## src/rtl/iomem_uart_if.sv

```systemverilog
`default_nettype none
// +-----------------------------------------------------------------------+
// | Module      : iomem_uart_if                                           |
// | Description : picorv32 iomem bus slice seen by the hardware UART.     |
// |               Master = address decoder / CPU side, slave = UART.      |
// | Revision    : 1.0  initial release                                    |
// +-----------------------------------------------------------------------+
interface iomem_uart_if;
  logic        sel;
  logic [1:0]  addr;
  logic [3:0]  wstrb;
  logic [31:0] wdata;
  logic [31:0] rdata;
  logic        ready;

  modport master (output sel, output addr, output wstrb, output wdata,
                  input rdata, input ready);
  modport slave  (input sel, input addr, input wstrb, input wdata,
                  output rdata, output ready);
endinterface
`default_nettype wire

```

## src/rtl/iomem_uart.sv

```systemverilog
`default_nettype none
// +-----------------------------------------------------------------------+
// | Module      : iomem_uart                                              |
// | Description : Memory-mapped UART: TX shifter, RX shifter with a       |
// |               one-byte holding register and a programmable baud       |
// |               divider. Registers: 0=DATA 1=DIV 2=STATUS 3=reserved.   |
// | Revision    : 1.0  initial release                                    |
// +-----------------------------------------------------------------------+
module iomem_uart #(
  parameter int DEFAULT_DIV = 208
) (
  input  logic         clk,
  input  logic         reset,
  iomem_uart_if.slave  bus,
  output logic         uart_tx,
  input  logic         uart_rx
);

  localparam logic [15:0] c_reset_div = 16'(DEFAULT_DIV);

  typedef enum logic [1:0] {TX_IDLE, TX_START, TX_DATA, TX_STOP} tx_state_t;
  typedef enum logic [2:0] {RX_IDLE, RX_START, RX_DATA, RX_STOP, RX_WAIT} rx_state_t;

  // Bus side
  logic        ready_q, ready_d;
  logic [31:0] rdata_q, rdata_d;
  logic [15:0] div_q, div_d;
  logic [31:0] rd_val;
  logic        is_write, is_data_wr, tx_free, accept, data_rd, tx_load, status_wr;

  // TX side
  tx_state_t   tx_state_q, tx_state_d;
  logic [15:0] tx_cnt_q, tx_cnt_d, tx_div_q, tx_div_d;
  logic [3:0]  tx_bit_q, tx_bit_d;
  logic [7:0]  tx_shift_q, tx_shift_d;
  logic        tx_line_q, tx_line_d;
  logic        tx_bit_end, tx_busy;

  // RX side
  rx_state_t   rx_state_q, rx_state_d;
  logic [15:0] rx_cnt_q, rx_cnt_d, rx_div_q, rx_div_d;
  logic [3:0]  rx_bit_q, rx_bit_d;
  logic [7:0]  rx_shift_q, rx_shift_d, rx_byte_q, rx_byte_d;
  logic        rx_s1_q, rx_s2_q, rx_prev_q;
  logic        rx_valid_q, rx_valid_d, overrun_q, overrun_d, ferr_q, ferr_d;
  logic        rx_done_ok, rx_done_bad, rx_bit_end, rx_half_end;

  logic        unused_wdata;
  assign unused_wdata = ^bus.wdata[31:16];

  assign bus.ready = ready_q;
  assign bus.rdata = rdata_q;
  assign uart_tx   = tx_line_q;
  assign tx_busy   = (tx_state_q != TX_IDLE);

  // A DATA write may complete on the last cycle of a stop bit so that the
  // next frame starts with no idle gap.
  assign tx_bit_end = (tx_cnt_q == tx_div_q - 16'd1);
  assign tx_free    = !tx_busy || ((tx_state_q == TX_STOP) && tx_bit_end);
  assign is_write   = |bus.wstrb;
  assign is_data_wr = (bus.addr == 2'd0) && bus.wstrb[0];
  assign accept     = bus.sel && !ready_q && !(is_data_wr && !tx_free);
  assign data_rd    = accept && !is_write && (bus.addr == 2'd0);
  assign tx_load    = accept && is_data_wr;
  assign status_wr  = accept && (bus.addr == 2'd2) && bus.wstrb[0];

  // Read-data multiplexer over the register map
  always_comb begin
    rd_val = 32'd0;
    case (bus.addr)
      2'd0:    rd_val = {23'd0, rx_valid_q, rx_byte_q};
      2'd1:    rd_val = {16'd0, div_q};
      2'd2:    rd_val = {28'd0, ferr_q, overrun_q, tx_busy, rx_valid_q};
      default: rd_val = 32'd0;
    endcase
  end

  // Bus acknowledge, read data capture and divider register
  always_comb begin
    ready_d = accept;
    rdata_d = (accept && !is_write) ? rd_val : 32'd0;
    div_d   = div_q;
    if (accept && is_write && (bus.addr == 2'd1)) begin
      div_d = (bus.wdata[15:0] < 16'd2) ? 16'd2 : bus.wdata[15:0];
    end
  end

  // TX framing: start, 8 data bits LSB first, stop; divider latched per frame
  always_comb begin
    tx_state_d = tx_state_q;
    tx_cnt_d   = tx_cnt_q;
    tx_div_d   = tx_div_q;
    tx_bit_d   = tx_bit_q;
    tx_shift_d = tx_shift_q;
    tx_line_d  = tx_line_q;
    case (tx_state_q)
      TX_IDLE: begin
        tx_line_d = 1'b1;
        if (tx_load) begin
          tx_state_d = TX_START;
          tx_cnt_d   = 16'd0;
          tx_div_d   = div_q;
          tx_shift_d = bus.wdata[7:0];
          tx_line_d  = 1'b0;
        end
      end
      TX_START: begin
        if (tx_bit_end) begin
          tx_state_d = TX_DATA;
          tx_cnt_d   = 16'd0;
          tx_bit_d   = 4'd0;
          tx_line_d  = tx_shift_q[0];
        end else begin
          tx_cnt_d = tx_cnt_q + 16'd1;
        end
      end
      TX_DATA: begin
        if (tx_bit_end) begin
          tx_cnt_d = 16'd0;
          if (tx_bit_q == 4'd7) begin
            tx_state_d = TX_STOP;
            tx_line_d  = 1'b1;
          end else begin
            tx_bit_d   = tx_bit_q + 4'd1;
            tx_shift_d = {1'b0, tx_shift_q[7:1]};
            tx_line_d  = tx_shift_q[1];
          end
        end else begin
          tx_cnt_d = tx_cnt_q + 16'd1;
        end
      end
      TX_STOP: begin
        if (tx_bit_end) begin
          tx_cnt_d = 16'd0;
          if (tx_load) begin
            tx_state_d = TX_START;
            tx_div_d   = div_q;
            tx_shift_d = bus.wdata[7:0];
            tx_line_d  = 1'b0;
          end else begin
            tx_state_d = TX_IDLE;
            tx_line_d  = 1'b1;
          end
        end else begin
          tx_cnt_d = tx_cnt_q + 16'd1;
        end
      end
      default: tx_state_d = TX_IDLE;
    endcase
  end

  // RX framing: mid-bit sampling after a half-bit start recheck
  assign rx_bit_end  = (rx_cnt_q == rx_div_q - 16'd1);
  assign rx_half_end = (rx_cnt_q == (rx_div_q >> 1) - 16'd1);

  always_comb begin
    rx_state_d  = rx_state_q;
    rx_cnt_d    = rx_cnt_q;
    rx_div_d    = rx_div_q;
    rx_bit_d    = rx_bit_q;
    rx_shift_d  = rx_shift_q;
    rx_done_ok  = 1'b0;
    rx_done_bad = 1'b0;
    case (rx_state_q)
      RX_IDLE: begin
        if (rx_prev_q && !rx_s2_q) begin
          rx_state_d = RX_START;
          rx_cnt_d   = 16'd0;
          rx_div_d   = div_q;
        end
      end
      RX_START: begin
        if (rx_half_end) begin
          rx_cnt_d = 16'd0;
          rx_bit_d = 4'd0;
          rx_state_d = rx_s2_q ? RX_IDLE : RX_DATA;
        end else begin
          rx_cnt_d = rx_cnt_q + 16'd1;
        end
      end
      RX_DATA: begin
        if (rx_bit_end) begin
          rx_cnt_d   = 16'd0;
          rx_shift_d = {rx_s2_q, rx_shift_q[7:1]};
          if (rx_bit_q == 4'd7) begin
            rx_state_d = RX_STOP;
          end else begin
            rx_bit_d = rx_bit_q + 4'd1;
          end
        end else begin
          rx_cnt_d = rx_cnt_q + 16'd1;
        end
      end
      RX_STOP: begin
        if (rx_bit_end) begin
          rx_cnt_d = 16'd0;
          if (rx_s2_q) begin
            rx_done_ok = 1'b1;
            rx_state_d = RX_IDLE;
          end else begin
            rx_done_bad = 1'b1;
            rx_state_d  = RX_WAIT;
          end
        end else begin
          rx_cnt_d = rx_cnt_q + 16'd1;
        end
      end
      RX_WAIT: begin
        if (rx_s2_q) rx_state_d = RX_IDLE;
      end
      default: rx_state_d = RX_IDLE;
    endcase
  end

  // Holding register and sticky flags; a completing frame beats a same-cycle read clear
  always_comb begin
    rx_byte_d  = rx_byte_q;
    rx_valid_d = rx_valid_q;
    overrun_d  = overrun_q;
    ferr_d     = ferr_q;
    if (data_rd) rx_valid_d = 1'b0;
    if (status_wr) begin
      if (bus.wdata[3]) ferr_d    = 1'b0;
      if (bus.wdata[2]) overrun_d = 1'b0;
    end
    if (rx_done_ok) begin
      rx_byte_d  = rx_shift_q;
      rx_valid_d = 1'b1;
      if (rx_valid_q && !data_rd) overrun_d = 1'b1;
    end
    if (rx_done_bad) ferr_d = 1'b1;
  end

  // State registers with synchronous reset; RX pin passes a 2-flop synchroniser
  always_ff @(posedge clk) begin
    if (reset) begin
      ready_q    <= 1'b0;
      rdata_q    <= 32'd0;
      div_q      <= c_reset_div;
      tx_state_q <= TX_IDLE;
      tx_cnt_q   <= 16'd0;
      tx_div_q   <= c_reset_div;
      tx_bit_q   <= 4'd0;
      tx_shift_q <= 8'd0;
      tx_line_q  <= 1'b1;
      rx_state_q <= RX_IDLE;
      rx_cnt_q   <= 16'd0;
      rx_div_q   <= c_reset_div;
      rx_bit_q   <= 4'd0;
      rx_shift_q <= 8'd0;
      rx_byte_q  <= 8'd0;
      rx_s1_q    <= 1'b1;
      rx_s2_q    <= 1'b1;
      rx_prev_q  <= 1'b1;
      rx_valid_q <= 1'b0;
      overrun_q  <= 1'b0;
      ferr_q     <= 1'b0;
    end else begin
      ready_q    <= ready_d;
      rdata_q    <= rdata_d;
      div_q      <= div_d;
      tx_state_q <= tx_state_d;
      tx_cnt_q   <= tx_cnt_d;
      tx_div_q   <= tx_div_d;
      tx_bit_q   <= tx_bit_d;
      tx_shift_q <= tx_shift_d;
      tx_line_q  <= tx_line_d;
      rx_state_q <= rx_state_d;
      rx_cnt_q   <= rx_cnt_d;
      rx_div_q   <= rx_div_d;
      rx_bit_q   <= rx_bit_d;
      rx_shift_q <= rx_shift_d;
      rx_byte_q  <= rx_byte_d;
      rx_s1_q    <= uart_rx;
      rx_s2_q    <= rx_s1_q;
      rx_prev_q  <= rx_s2_q;
      rx_valid_q <= rx_valid_d;
      overrun_q  <= overrun_d;
      ferr_q     <= ferr_d;
    end
  end

endmodule
`default_nettype wire
```

## src/flat_wrapper.sv

```systemverilog
// flat-port wrapper written by rule: the top's interface ports become plain ports
module iomem_uart_flat 
#(
  parameter int DEFAULT_DIV = 208
)
  (clk, reset, uart_tx, uart_rx, bus_sel, bus_addr, bus_wstrb, bus_wdata, bus_rdata, bus_ready);
  iomem_uart_if bus_i ();
  input  logic clk;
  input  logic reset;
  output logic uart_tx;
  input  logic uart_rx;
  input wire logic [$bits(bus_i.sel)-1:0] bus_sel;
  input wire logic [$bits(bus_i.addr)-1:0] bus_addr;
  input wire logic [$bits(bus_i.wstrb)-1:0] bus_wstrb;
  input wire logic [$bits(bus_i.wdata)-1:0] bus_wdata;
  output wire logic [$bits(bus_i.rdata)-1:0] bus_rdata;
  output wire logic [$bits(bus_i.ready)-1:0] bus_ready;
  assign bus_i.sel = bus_sel;
  assign bus_i.addr = bus_addr;
  assign bus_i.wstrb = bus_wstrb;
  assign bus_i.wdata = bus_wdata;
  assign bus_rdata = bus_i.rdata;
  assign bus_ready = bus_i.ready;
  iomem_uart #(.DEFAULT_DIV(DEFAULT_DIV)) u_core (.clk(clk), .reset(reset), .bus(bus_i), .uart_tx(uart_tx), .uart_rx(uart_rx));
endmodule
```

## config.mk

```make
export PLATFORM = sky130hd
export DESIGN_NAME = iomem_uart_flat
export DESIGN_NICKNAME = d
export VERILOG_FILES = /design/src/rtl/iomem_uart_if.sv /design/src/rtl/iomem_uart.sv /design/src/flat_wrapper.sv
export SDC_FILE = /design/constraint.sdc
export NUM_CORES = 1
export LEC_CHECK = 0
export CAP_MARGIN = 15
export CORE_UTILIZATION = 38
export CTS_BUF_LIST = sky130_fd_sc_hd__clkbuf_2 sky130_fd_sc_hd__clkbuf_4 sky130_fd_sc_hd__clkbuf_8
export DETAILED_ROUTE_END_ITERATION = 7
export SLEW_MARGIN = 20
export SYNTH_ARGS = -nofsm -noshare
export SYNTH_HDL_FRONTEND = slang
export SYNTH_SLANG_ARGS = --single-unit
export TNS_END_PERCENT = 20
```

## constraint.sdc

```tcl
create_clock -name clk -period 3.7 [get_ports clk]
set_input_delay 0.555 -clock clk [delete_from_list [all_inputs] [get_ports clk]]
set_output_delay 0.555 -clock clk [all_outputs]
set_load 0.005 [all_outputs]
```

# Yosys cells after proc, flatten, opt, wreduce, memory -nomap -nowiden
# Index checks and enable logic that the tools add are counted.
totals:
  inputBits: 42
  register_bits: 157
  elab_cells: 168
  output_inout_bits: 34
op_classes:
  magnitude_cmp: 1
  n_eq_ne: 27
  n_mux: 62
  bitwise: 1
  reduce_logical: 49
  n_addsub: 7
op_table:
  columns: ["operator", "n"]
  rows:
  - ["$mux 16", 8]
  - ["$pmux 16 s3", 2]
  - ["$pmux 16 s2", 2]
  - ["$eq 16x16->1", 3]
  - ["$add 16x1->16 const B", 2]
  - ["$mux 8", 4]
  - ["$sub 16x1->16 const B", 2]
  - ["$mux 4", 6]
  - ["$pmux 8 s3", 1]
  - ["$ne 2x1->1 const B", 11]
  - ["$mux 1", 21]
  - ["$mux 3", 7]
  - ["$lt 16x2->1 const B", 1]
  - ["$pmux 4 s2", 2]
  - ["$sub 15x1->16 const B", 1]
  - ["$pmux 3 s5", 1]
  - ["$logic_and 1x1->1", 14]
  - ["$reduce_bool 2->1", 7]
  - ["$mux 2", 6]
  - ["$reduce_and 4->1", 3]
  - ["$reduce_and 2->1", 5]
  - ["$add 4x1->4 const B", 2]
  - ["$eq 4x3->1 const B", 2]
  - ["$pmux 2 s4", 1]
  - ["other kinds (19)", 33]

# Depth between registers and ports, before layout
logic_depth:
  word_depth: 14
  mapped_depth: 13
  ltp_nobuf: 10

# Least setup slack after synthesis
# No wires, ideal clock.
synth_timing:
  kind: "register to register"
  start: "register u_core.tx_div_q[0]"
  end: "register u_core.tx_shift_q[7]"
  setup_time_ns: 0.074
  period_less_slack_ns: 3.031
  t_required_ns: 3.626
  setup_slack_ns: 0.669
  stages_incl_launch_ff: 11
  path_buffers: 0
  arrival_ns: 2.957
  cell_sequence: "dfxtp_1 -> inv_1 -> ha_1 -> nor3b_4 -> a31oi_1 -> or3_1 -> or3_1 -> nor4_2 -> o21ai_2 -> or4b_1 -> a31oi_1"
synth_via:
  elab_chain_len: 12
  elab_cells_between_ends: 15
  cone_classes: "add/sub (1); eq/ne (3); mux (3); reduce/logical (8)"
synth_rtl:
  columns: ["element", "line", "text"]
  rows:
  - ["from (decl)", "iomem_uart.sv:33", "logic [15:0] tx_cnt_q, tx_cnt_d, tx_div_q, tx_div_d;"]
  - ["from (signal assigned)", "iomem_uart.sv:242", "tx_div_q <= c_reset_div;"]
  - ["from (signal assigned)", "iomem_uart.sv:264", "tx_div_q <= tx_div_d;"]
  - ["$sub 16x1->16 *", "iomem_uart.sv:58", "assign tx_bit_end = (tx_cnt_q == tx_div_q - 16'd1);"]
  - ["$eq 16x16->1 *", "iomem_uart.sv:58", null]
  - ["$logic_and 1x1->1", "iomem_uart.sv:59", "assign tx_free = !tx_busy || ((tx_state_q == TX_STOP) && tx_bit_end);"]
  - ["$logic_or 1x1->1", "iomem_uart.sv:59", null]
  - ["$logic_not 1->1", "iomem_uart.sv:62", "assign accept = bus.sel && !ready_q && !(is_data_wr && !tx_free);"]
  - ["$logic_and 1x1->1", "iomem_uart.sv:62", null]
  - ["$logic_not 1->1", "iomem_uart.sv:62", null]
  - ["$logic_and 1x1->1", "iomem_uart.sv:62", null]
  - ["$logic_and 1x1->1", "iomem_uart.sv:64", "assign tx_load = accept && is_data_wr;"]
  - ["$mux 8 (2 in series)", null, null]
  - ["$pmux 8 s3", null, null]
  - ["to (signal assigned)", "iomem_uart.sv:266", "tx_shift_q <= tx_shift_d;"]
  - ["to (decl)", "iomem_uart.sv:35", "logic [7:0] tx_shift_q, tx_shift_d;"]
# Mark *: on every way between the ends. The rest lies on a longest branch, timed or not. The select of a mux whose other input is x is not followed.
# A chain may end at the register's enable or synchronous reset.

# Worst setup path after layout
layout_timing:
  start: "register u_core.rx_div_q[3]"
  end: "register u_core.rx_bit_q[2]"
layout_via:
  elab_chain_len: 4
  elab_cells_between_ends: 7
  cone_classes: "add/sub (2); eq/ne (4); reduce/logical (1)"
layout_rtl:
  columns: ["element", "line", "text"]
  rows:
  - ["from (decl)", "iomem_uart.sv:41", "logic [15:0] rx_cnt_q, rx_cnt_d, rx_div_q, rx_div_d;"]
  - ["from (signal assigned)", "iomem_uart.sv:248", "rx_div_q <= c_reset_div;"]
  - ["from (signal assigned)", "iomem_uart.sv:270", "rx_div_q <= rx_div_d;"]
  - ["$sub 16x1->16 / $sub 15x1->16 (equally long branches)", "iomem_uart.sv:153, iomem_uart.sv:154", null]
  - ["$eq 16x16->1, on equally long branches", "iomem_uart.sv:153, iomem_uart.sv:154", null]
  - ["$ne 2x1->1 (no line)", null, null]
  - ["$reduce_and 4->1 (no line) *", null, null]
  - ["to (signal assigned)", "iomem_uart.sv:271", "rx_bit_q <= rx_bit_d;"]
  - ["to (decl)", "iomem_uart.sv:42", "logic [3:0] rx_bit_q, rx_bit_d;"]
# Mark *: on every way between the ends. The rest lies on a longest branch, timed or not.

==> out/qor.txt <==
Syn-to-layout area delta: 14.4%
DR DRC count: 0
Die area: 20600 um2
CP Class: reg -> reg
Max frequency: 300 MHz
Number of fill cells: 1966
Remaining Overflow, GRT: 0
Status: completed
Commonest non-fill, non-tap cell in the layout: dfxtp_1
Min-delay src: u_core.rx_s1_q$_SDFF_PP1_
CTS Buf Count: 17
Placer Congestion: 0.847
Synthesis warning total: 0
Dpl ws: 0.435 ns
CP Max Fanout: 11
Detail Route Antenna Nets: 0
Nets@finish: 983
Fin cells: 1206
Clk sink count: 141
Routed WL per cell: 14.6 um
Largest net degree at the start of global routing: 51
Most frequent cells in the layout: dfxtp_1, nor2_1, nand2_1, mux2i_1
Ant. Diodes: 0
Via-per-instance ratio: 5.18
P_leak: 3.39 nW
Worst r2r src: u_core.rx_div_q[3]$_SDFFE_PP0P_
Critical path arrival: 3.73 ns
Clock Tree Buf Depth: 2
Total number of vias: 6253
Top Ports: 76
CTS root buffer: clkbuf_8
Floorplan row count: 51
Post-DP HPWL: 12.5 mm
First-pass GRT wire length: 29.5 mm
Post-CTS sizing: 0
Synth Flop Type: dfxtp_1
Cell Int Power: 2.46 mW
Rel. slew slack: 44.8%
Maximum VDD drop: 0.000247 V
Setup Fix Bufs, Post-CTS: 0
Seq pwr share: 47.0%
CP Data Required Time: 4.10 ns
Crit path from: u_core.rx_div_q[3]$_SDFFE_PP0P_
Setup ws final: 0.367 ns
Asr flop ratio synth: 0%
Core Box Area: 19500 um2
Worst-Skew Late Latency: 0.46 ns
Initial antenna violation count: 0
Reg clk slew, reported paths: 0.10 ns
Placed cells: 1174
Setup Skew: 0.0190 ns
H-tree depth: 4
Total track usage: 18.3%
Setup crit end kind: flip-flop
RSZ-0062 raised after global routing: false
Max-cap violations: 0
Fin crit share: 90.1%
Sw frac: 28.7%
TNS Setup: 0 ns
Number of synthesized flops with an enable pin: 0
Endpoints failing hold: 0
DR iter-0 viols: 401
Fraction of layout cells with a size suffix above 1: 8.29%
Die height: 143 um
Worst-Margin Slew: 0.824 ns
Avg Cell Area, Syn: 8.49 um2
Clock power share: 38.2%
Worst hold slack: 0.412 ns
Max-slew violations: 0
Startpoint class of the critical path: flip-flop
CTS tree: yes
IO Port Bufs: 43
Post-Syn Area: 7590 um2
Hold_buf cts: 0
Post-layout min period: 3.33 ns
Yosys cell types: 72
First drt pass iteration count: 5
Die Span X: 143 um
Routed WL: 17.6 mm
Net load switching power: 991 uW
Register bit total from synthesis: 141
Power per Cell Area: 398 nW/um2
Mapped Cells: 894
Initial Util: 38.9%
Vias in the first global route: 5759
Hold/Removal Path Class: reg -> reg
Logic gate share of total power: 14.8%
Final setup viols: 0
Register area share after synthesis: 37.2%
[logic make-up (layout without fill, tap and decap cells)]
kind of cell             count (synthesis)  count (layout)  share of synthesized area (%)
adder cells (fa/ha/maj)                 13              13                           2.14
multiplexers                            53              53                           6.99
other                                    1              16                         0.0494
flip-flops                             141             141                           37.2
XOR/XNOR                                76              76                           8.77
AND/OR/NAND/NOR                        358             358                           24.3
buffers and inverters                   92             124                           5.64
AO/OA/AOI/OAI                          160             160                           15.0
[cell type report]
type / instances / area [um2] / share of cell area [%]
inverter: 26 / 97.6 / 1.12
timing repair buffer: 66 / 611 / 7.03
multi-input combinational: 676 / 4410 / 50.7
tap: 265 / 332 / 3.82
sequential: 141 / 2820 / 32.5
clock inverter: 13 / 166 / 1.92
clock buffer: 19 / 255 / 2.94
[through the flow]
step	total power [mW]	util, %	instance area (um2)
detailed placement	2.17	42.3	8270
floorplan	2.01	-	7650
CTS	3.49	44.5	8690
finish	3.45	44.5	8690
global placement	2.17	42.3	8270
global route	3.63	44.5	8690
[flip-flops by register name, indices dropped and copies added (netlist names), 2 cells and up]
register           cells
u_core.rx_shift_q      8
u_core.tx_div_q       16
u_core.rx_byte_q       8
u_core.tx_shift_q      8
u_core.tx_cnt_q       16
u_core.rx_state_q      3
u_core.rx_cnt_q       16
u_core.rx_bit_q        4
u_core.tx_state_q      2
u_core.div_q          16
u_core.rx_div_q       16
u_core.tx_bit_q        4
u_core.bus.rdata      16
[critical path, cell delays in order (launching register included)]
cell and delay [ns]:
dfxtp_1 0.46, nor3_2 0.45, nand2_1 0.23, o31a_1 0.29, nor4_1 0.46, nand4_1 0.27, o32a_1 0.45, or4b_1 0.52
a21oi_1 0.14
[power groups by stage]
stage	sequential [mW]	clock (mW)	combinational [mW]
floorplan	1.63	0	0.388
global placement	1.66	0	0.510
detailed placement	1.66	0	0.512
CTS	1.62	1.35	0.514
global route	1.63	1.42	0.575
finish	1.62	1.32	0.512
[synthesized netlist by cell type, types with 3 or more instances]
| master | instances | share of area, % |
|---|---|---|
| dfxtp_1 | 141 | 37 |
| nor2_1 | 102 | 5.0 |
| nand2_1 | 83 | 4.1 |
| mux2i_1 | 53 | 7.0 |
| xor2_1 | 42 | 4.8 |
| clkbuf_1 | 41 | 2.0 |
| a21oi_1 | 37 | 2.4 |
| xnor2_1 | 34 | 3.9 |
| nand3_1 | 28 | 1.8 |
| inv_1 | 26 | 1.3 |
| and3_1 | 22 | 1.8 |
| nor4_1 | 19 | 1.6 |
| buf_4 | 17 | 1.7 |
| nor2b_1 | 15 | 1.2 |
| o21ai_0 | 15 | 0.99 |
| nor3_1 | 14 | 0.92 |
| a31oi_1 | 13 | 1.1 |
| ha_1 | 13 | 2.1 |
| nand4_1 | 12 | 0.99 |
| o21a_1 | 12 | 1.2 |
| a211oi_1 | 11 | 1.1 |
| a221oi_1 | 9 | 1.0 |
| a22oi_1 | 9 | 0.89 |
| nor3b_1 | 9 | 0.89 |
| nand2b_1 | 8 | 0.66 |
| o311ai_0 | 8 | 0.92 |
| or3_1 | 7 | 0.58 |
| or4_1 | 7 | 0.69 |
| nand3b_1 | 6 | 0.59 |
| o211ai_1 | 6 | 0.59 |
| a21o_1 | 5 | 0.49 |
| or2_2 | 5 | 0.41 |
| a41o_1 | 3 | 0.40 |
| a41oi_1 | 3 | 0.35 |
| buf_1 | 3 | 0.15 |
| buf_2 | 3 | 0.20 |
[metal layers]
metal  wire [um]  vias up  GRT usage, %  share of wire, %
met2        7630      115          27.3                43
met4         239        0          5.99               1.4
met5           0        -             0                 0
li1            -     3220             -                 -
met3         562       16          3.67               3.2
met1        9160     2902          26.0                52
[final timing paths]
kind                                          end  slack (ns)  cells after the start
setup / recovery  u_core.rx_bit_q[2]$_SDFFE_PP0P_        0.37                      8
hold / removal          u_core.rx_s2_q$_SDFF_PP1_        0.41                      1
setup reg to reg  u_core.rx_bit_q[2]$_SDFFE_PP0P_        0.37                      8
hold reg to reg         u_core.rx_s2_q$_SDFF_PP1_        0.41                      1
Note: power is estimated with default switching activity, not from simulation.
